==> src/rtl/imm_pkg.sv <==
// Shared types and opcode constants for the pipelined immediate generator.
// Holds the format enum and the RV32I/RV64I major opcodes it decodes.
package imm_pkg;

  typedef enum logic [2:0] {
    FMT_R,
    FMT_I,
    FMT_S,
    FMT_B,
    FMT_U,
    FMT_J,
    FMT_NONE
  } fmt_e;

  localparam logic [6:0] OPC_LOAD   = 7'b0000011;
  localparam logic [6:0] OPC_OPIMM  = 7'b0010011;
  localparam logic [6:0] OPC_JALR   = 7'b1100111;
  localparam logic [6:0] OPC_STORE  = 7'b0100011;
  localparam logic [6:0] OPC_BRANCH = 7'b1100011;
  localparam logic [6:0] OPC_LUI    = 7'b0110111;
  localparam logic [6:0] OPC_AUIPC  = 7'b0010111;
  localparam logic [6:0] OPC_JAL    = 7'b1101111;
  localparam logic [6:0] OPC_OP     = 7'b0110011;

endpackage

==> src/rtl/imm_decode.sv <==
// Combinational immediate decoder: instr -> sign-extended imm, fmt, illegal.
// Ports: instr (32) in; imm (XLEN), fmt (fmt_e), illegal out.
module imm_decode
  import imm_pkg::*;
#(
  parameter int              XLEN     = 32,
  parameter logic [XLEN-1:0] ERR_FILL = '1
) (
  input  logic [31:0]     instr,
  output logic [XLEN-1:0] imm,
  output fmt_e            fmt,
  output logic            illegal
);

  logic        s;
  logic [63:0] imm64;

  assign s = instr[31];

  // Built at 64 bits and truncated so the same
  // expressions serve both XLEN values.
  always_comb begin
    imm64   = '0;
    fmt     = FMT_NONE;
    illegal = 1'b0;
    unique case (instr[6:0])
      OPC_LOAD, OPC_OPIMM, OPC_JALR: begin
        imm64 = {{52{s}}, instr[31:20]};
        fmt   = FMT_I;
      end
      OPC_STORE: begin
        imm64 = {{52{s}}, instr[31:25], instr[11:7]};
        fmt   = FMT_S;
      end
      OPC_BRANCH: begin
        imm64 = {{51{s}}, instr[31], instr[7],
                 instr[30:25], instr[11:8], 1'b0};
        fmt   = FMT_B;
      end
      OPC_LUI, OPC_AUIPC: begin
        imm64 = {{32{s}}, instr[31:12], 12'b0};
        fmt   = FMT_U;
      end
      OPC_JAL: begin
        imm64 = {{43{s}}, instr[31], instr[19:12],
                 instr[20], instr[30:21], 1'b0};
        fmt   = FMT_J;
      end
      OPC_OP: begin
        imm64 = '0;
        fmt   = FMT_R;
      end
      default: begin
        illegal = 1'b1;
      end
    endcase
    imm = illegal ? ERR_FILL : imm64[XLEN-1:0];
  end

endmodule

==> src/rtl/imm_gen_pipe.sv <==
// Pipelined immediate generator with valid/ready flow control and
// a saturating illegal-opcode counter.
// Ports: clk, rst (async high), flush; in_valid/in_ready/instr;
// out_valid/out_ready/imm/fmt/illegal; err_clr/err_cnt.
module imm_gen_pipe
  import imm_pkg::*;
#(
  parameter int              XLEN       = 32,
  parameter int              PIPE_DEPTH = 1,
  parameter logic [XLEN-1:0] ERR_FILL   = '1,
  parameter int              CNT_W      = 16
) (
  input  logic             clk,
  input  logic             rst,
  input  logic             flush,
  input  logic             in_valid,
  output logic             in_ready,
  input  logic [31:0]      instr,
  output logic             out_valid,
  input  logic             out_ready,
  output logic [XLEN-1:0]  imm,
  output fmt_e             fmt,
  output logic             illegal,
  input  logic             err_clr,
  output logic [CNT_W-1:0] err_cnt
);

  typedef struct packed {
    logic [XLEN-1:0] imm;
    fmt_e            fmt;
    logic            illegal;
  } stage_t;

  logic [XLEN-1:0]       dec_imm;
  fmt_e                  dec_fmt;
  logic                  dec_il;
  stage_t                st [PIPE_DEPTH];
  logic [PIPE_DEPTH-1:0] v;
  logic [PIPE_DEPTH-1:0] rdy;
  logic                  acc;

  imm_decode #(
    .XLEN    (XLEN),
    .ERR_FILL(ERR_FILL)
  ) u_dec (
    .instr  (instr),
    .imm    (dec_imm),
    .fmt    (dec_fmt),
    .illegal(dec_il)
  );

  // A stage can load when the consumer takes the
  // output or any stage at or after it is empty:
  // a hole downstream lets the whole chain shift.
  always_comb begin
    logic full;
    full = 1'b1;
    rdy  = '0;
    for (int k = PIPE_DEPTH - 1; k >= 0; k--) begin
      full   = full & v[k];
      rdy[k] = out_ready | ~full;
    end
  end

  assign in_ready = rdy[0];
  assign acc      = in_valid & rdy[0] & ~flush;

  always_ff @(posedge clk or posedge rst) begin
    if (rst) begin
      v <= '0;
      for (int k = 0; k < PIPE_DEPTH; k++) begin
        st[k] <= '{imm: '0, fmt: FMT_NONE,
                   illegal: 1'b0};
      end
    end else begin
      if (rdy[0]) begin
        v[0]  <= acc;
        st[0] <= '{imm: dec_imm, fmt: dec_fmt,
                   illegal: dec_il};
      end
      for (int k = 1; k < PIPE_DEPTH; k++) begin
        if (rdy[k]) begin
          v[k]  <= v[k-1];
          st[k] <= st[k-1];
        end
      end
      if (flush) begin
        v <= '0;
      end
    end
  end

  always_ff @(posedge clk or posedge rst) begin
    if (rst) begin
      err_cnt <= '0;
    end else if (err_clr) begin
      err_cnt <= '0;
    end else if (acc && dec_il && err_cnt != '1) begin
      err_cnt <= err_cnt + 1'b1;
    end
  end

  assign out_valid = v[PIPE_DEPTH-1];
  assign imm       = st[PIPE_DEPTH-1].imm;
  assign fmt       = st[PIPE_DEPTH-1].fmt;
  assign illegal   = st[PIPE_DEPTH-1].illegal;

endmodule

==> config.mk <==
export PLATFORM = sky130hd
export DESIGN_NAME = imm_gen_pipe
export DESIGN_NICKNAME = d
export VERILOG_FILES = /design/src/rtl/imm_pkg.sv /design/src/rtl/imm_decode.sv /design/src/rtl/imm_gen_pipe.sv
export SDC_FILE = /design/constraint.sdc
export NUM_CORES = 1
export LEC_CHECK = 0
export CORE_UTILIZATION = 42
export DETAILED_ROUTE_END_ITERATION = 7
export GPL_TIMING_DRIVEN = 0
export HOLD_SLACK_MARGIN = 0.1
export PLACE_DENSITY = 0.74
export SKIP_LAST_GASP = 1
export SLEW_MARGIN = 20
export SYNTH_ARGS = -nofsm -noshare
export SYNTH_HDL_FRONTEND = slang
export SYNTH_SLANG_ARGS = --single-unit
==> constraint.sdc <==
create_clock -name clk -period 2.11 [get_ports clk]
set_input_delay 0.633 -clock clk [delete_from_list [all_inputs] [get_ports clk]]
set_output_delay 0.633 -clock clk [all_outputs]
set_load 0.03 [all_outputs]
# Word-level counts from Yosys, hierarchy flattened
# Cells that the tools add are included.
# totals
ff_bits,53
output_inout_bits,54
wordCells,36
# classes
addsub,1
eq_ne,10
muxes,8
bitwise_logic,5
n_reduce_logical,7
# ops
op,n
$pmux 32 s5,1
$mux 16,2
$mux 32,1
$eq 7x6->1 const B,3
$eq 7x7->1 const B,3
$pmux 3 s6,1
$add 16x1->16 const B,1
$ne 16x16->1 const B,1
$eq 7x5->1 const B,2
$reduce_or 9->1,1
$eq 7x2->1 const B,1
$reduce_bool 2->1,2
$mux 1,3
$reduce_or 3->1,1
$and 1x1->1,2
$logic_and 1x1->1,2
$not 1->1,2
$reduce_or 2->1,1
$or 1x1->1,1

# Logic depth before layout (Yosys ltp)
# logic_depth
word_depth,8
ltp_mapped,8
mapped_depth_nobuf,6

# By module
# Synthesis repeated with hierarchy kept, for this count alone.
# unflattened
hier_cells,293
hier_area_um2,3020.4
# by_module_without_submodules
mod,instances,cells_each,area_each_um2,seq_area_each_um2
imm_gen_pipe,1,180,2312.2,1328.8
imm_decode,1,113,708.2,0.0

# Least setup slack after synthesis
# OpenSTA, ideal clock, no wires.
# synth_timing
path_kind,reg2reg
start,register err_cnt[0]
end,register err_cnt[15]
arrival_time_ps,2172
t_required_ps,1985
slack_ps,-187
path_stages_with_launch,9
n_path_buf,2
period_less_slack_ps,2297
path_cell_list,dfrtp_1 > ha_1 > and4_1 > and2_4 > and3_1 > buf_2 > buf_6 > nor4b_1 > mux2_2
# synth_between
elab_chain_cells,3
word_cells_on_any_way,6
# synth_lines
item,line_no,rtl
"start, declared",imm_gen_pipe.sv:25,output logic [CNT_W-1:0] err_cnt
"start signal, assigned",imm_gen_pipe.sv:99,err_cnt <= err_cnt + 1'b1;
$add 16x1->16 or $ne 16x16->1 (tied branches),"imm_gen_pipe.sv:99, imm_gen_pipe.sv:98",
$mux 16 or $logic_and 1x1->1 (tied branches),imm_gen_pipe.sv:98,end else if (acc && dec_il && err_cnt != '1) begin
$mux 16 or $reduce_bool 2->1 (tied branches),--,
# Several ways; a longest one is shown, not always the timed one. The select of a mux whose other input is x is not followed.
# A chain may end at the register's enable or synchronous reset.

# Worst setup path after layout
# layout_timing
start,input instr[2]
end,register err_cnt[13]
# layout_between
elab_chain_cells,6
word_cells_on_any_way,14
# layout_lines
item,line_no,rtl
"start, declared",imm_gen_pipe.sv:18,"input logic [31:0] instr,"
"$eq 7x6->1, or another cell as far along",imm_decode.sv:26,unique case (instr[6:0])
$reduce_or 9->1 (no line) (*),--,
$mux 1 (*),imm_decode.sv:26,
$logic_and 1x1->1 (*) (2 in series),imm_gen_pipe.sv:98,
$reduce_bool 2->1 (no line) (*),--,
# Every way passes the cells marked *; elsewhere a longest branch is shown, timed or not.

==> flow_summary.ini <==
[status]
status = finished, final reports clean

[final_layout]
nets = 455
antenna_cells = 0
synthToLayoutAreaGrowth_pct = 52.70
layout_common_cells = 69 x clkdlybuf4s50_1, 49 x dfrtp_1, 34 x nor2_1
drive_gt1_share_pct = 17.75
fin_util_pct = 66.48
final_common_cell = clkdlybuf4s50_1

[critical_path]
crit_type = primary input to flop
cp-startpoint = instr[2]
cp_top_family = buffers and inverters
worst_setup_path_end_kind = flop
reg2reg_from = err_cnt[1]
start_kind = primary input
cp_num_buf_inv = 3
crit_chain = dlygate4sd2_1 > buf_6 > nor2b_4 > o21ai_4 > a21o_4 > buf_12 > nor4bb_2 > mux2_2
reg2reg_setup_slack_ps = 90
cp.required_ps = 2320
arrival_ps = 2280
critPathMaxStageDelay_ps = 370
crit_fanout = 8
r2r-end = err_cnt[15]
worst-r2r-cell-count = 7
crit_slowest_cell = mux2_2

[global_routing]
grt_first_pass_wirelength_um = 13720
overflow = 0
grt_max_degree = 31
grt_usage_pct = 24.58
grt_pass1_vias = 2674
antenna_found_initial = 0

[power_and_ir_drop]
netSwitchingFraction_pct = 27.00
powerDensity_nw_per_um2 = 568.9
ir_drop_mv = 0.3570
p_comb_share_pct = 20.5
intPower_mw = 1.763
power_switching_mw = 0.6521
p_total_mw = 2.415
seqPwrFrac_pct = 45.1
clkPwrFrac_pct = 34.3
total_leakage_power_nw = 1.746

[die]
core_um2 = 6386
rows = 29
die_h_um = 83.36
pin_count = 92
die_w_um = 83.36
start_util_pct = 43.53
dieArea_um2 = 6949

[cts]
clk_path_buf_depth = 2
cts_hold_buf = 0
clk-insertion-delay-late_ps = 310
cts_tree = yes
clockRootBuffer = clkbuf_8
numCtsBuffers = 5
cts.sink_count = 53
htreeDepth = 2
cts.reportedPaths.clkPinSlew_ps = 100

[yosys]
yosysWarnings = 0
syn-num-nets = 343
ys.flop_type = dfrtp_1
synth_edf_count = 0
synth_top_area_share_pct = 45.90
syn-cell-area_um2 = 2780
synth_seq_area_share_pct = 47.79
synthTopCellsByArea = dfrtp_1 46%, a21oi_1 5.6%, nor2_1 4.6%, nand2_1 3.6%, o22ai_1 2.7%
synth-async-reset-ratio_pct = 100.0
synthDistinctLibCells = 53
synth_top_cell_by_area = dfrtp_1
synth_seq_cells = 53
avgSynthCellArea_um2 = 9.145
syn-instance-count = 304

[timing]
timing.slew.headroom_pct = 54.80
slew_violations = 0
period_needed_ps = 2073
fmax_ghz = 0.4823
period_share_pct = 98.27
finalSetupViolCount = 0
hold_violations = 0
timing.hold.ws_ps = 488.9
tightestPinTransition_ps = 676.9
grt_setup_unrepaired = yes
worst_slack_ps = 36.56
finalClockSkew_ps = 3.885

[route]
vias_per_cell = 5.804
vias = 2867
routedWlPerCell_um = 17.08
drt_iter0_drc = 191
drc = 0
drt_pass1_iterations = 4
antenna_left = 0
wl_um = 8436

[placement]
hpwl_um = 5610
place.gp.congestion = 0.9032
io_buffers = 90
dpl_worst_slack_ps = -982.3

[hold_path]
hold_path_end = imm[13]
hp-start = imm[13]
hold_depth = 2
holdCritPathClass = flop to flop

[job]
maxCapViolCount = 0
## sequential cells by signal, summed over array words and instances, names as in the netlist
signal / cells
imm: 32
err_cnt: 16
fmt: 3
illegal: 1
out_valid: 1
## stage by stage
step | std cells | instance area [um2] | TNS [ps]
floorplan | 304 | 2801 | -20.07
global placement | 471 | 3799 | -73460
detailed placement | 472 | 3826 | -31390
CTS | 492 | 4175 | -526.7
global route | 494 | 4245 | -66.77
finish | 494 | 4245 | 0
## repair_timing
action | 4_1_cts | 5_1_grt
cloned | 2 | 0
endpoints found under the setup margin | 51 | 51
gates resized for setup | 52 | 21
setup buffers | 12 | 2
pin swaps | 6 | 4
## synthesized netlist by cell type (2+ instances only)
master / n
a211o_1: 7
a21boi_0: 2
a21oi_1: 31
a22oi_1: 4
a31oi_1: 8
and2_1: 3
and3_1: 4
and4_1: 4
buf_2: 7
buf_6: 3
clkbuf_1: 8
dfrtp_1: 51
dfstp_2: 2
inv_1: 7
mux2_2: 4
nand2_1: 27
nand3_1: 8
nand3b_1: 3
nand4_1: 5
nor2_1: 34
nor2b_1: 6
nor3_1: 3
nor4_1: 3
o211ai_1: 2
o21ai_0: 14
o22ai_1: 12
o31ai_1: 7
or3_1: 5
or4_1: 6
## logic make-up (layout without fill, tap and decap cells)
family | after synthesis | after routing | share of synthesized area [%]
simple gates | 122 | 122 | 23.13
compound gates | 96 | 97 | 21.74
flops | 53 | 53 | 47.79
buf+inv | 27 | 139 | 4.905
mux | 5 | 5 | 1.980
fa+ha+maj | 1 | 1 | 0.4500
## worst min-delay path, stage by stage, from the launching register on
cell and delay, ps:
dfrtp_1 350, nand2_1 40, o21ai_0 60
## worst max-delay path by stage
stage | to | slack [ps] | depth (start not counted)
after detailed placement | in_ready | -980 | 5
after global placement | in_ready | -1000 | 5
after global routing | err_cnt[13] | -30 | 8
after CTS | imm[25] | -90 | 8
after floorplan | err_cnt[15] | -20 | 8
final | err_cnt[13] | 40 | 8
## area by class of cell
cell class                      count  area, um2
Timing Repair Buffer              106       1069
Inverter                            7      26.28
Buffer                             18      130.1
Clock buffer                        5      68.82
Tap cell                           77      96.34
Multi-Input combinational cell    225       1455
Clock inverter                      3      68.82
Fill cell                         523       2141
Sequential cell                    53       1331
## layer usage
| metal | wire [um] | up-vias | share of wire (%) | global-route usage (%) |
|---|---|---|---|---|
| met3 | 627 | 24 | 7.4 | 5.268 |
| li1 | - | 1345 | - | - |
| met2 | 3860 | 147 | 46 | 37.18 |
| met4 | 206 | 0 | 2.4 | 8.307 |
| met1 | 3742 | 1351 | 44 | 34.99 |
| met5 | 0 | - | 0 | 0 |
## power groups by stage
stage / Sequential [mW] / Clock, mW / Combinational, mW
after floorplan: 1.20 / 0 / 0.131
after global placement: 1.11 / 0 / 0.433
after detailed placement: 1.11 / 0 / 0.442
after CTS: 1.09 / 0.848 / 0.483
after global routing: 1.10 / 0.885 / 0.527
final: 1.09 / 0.829 / 0.496
Power figures use the tool's default switching activity.
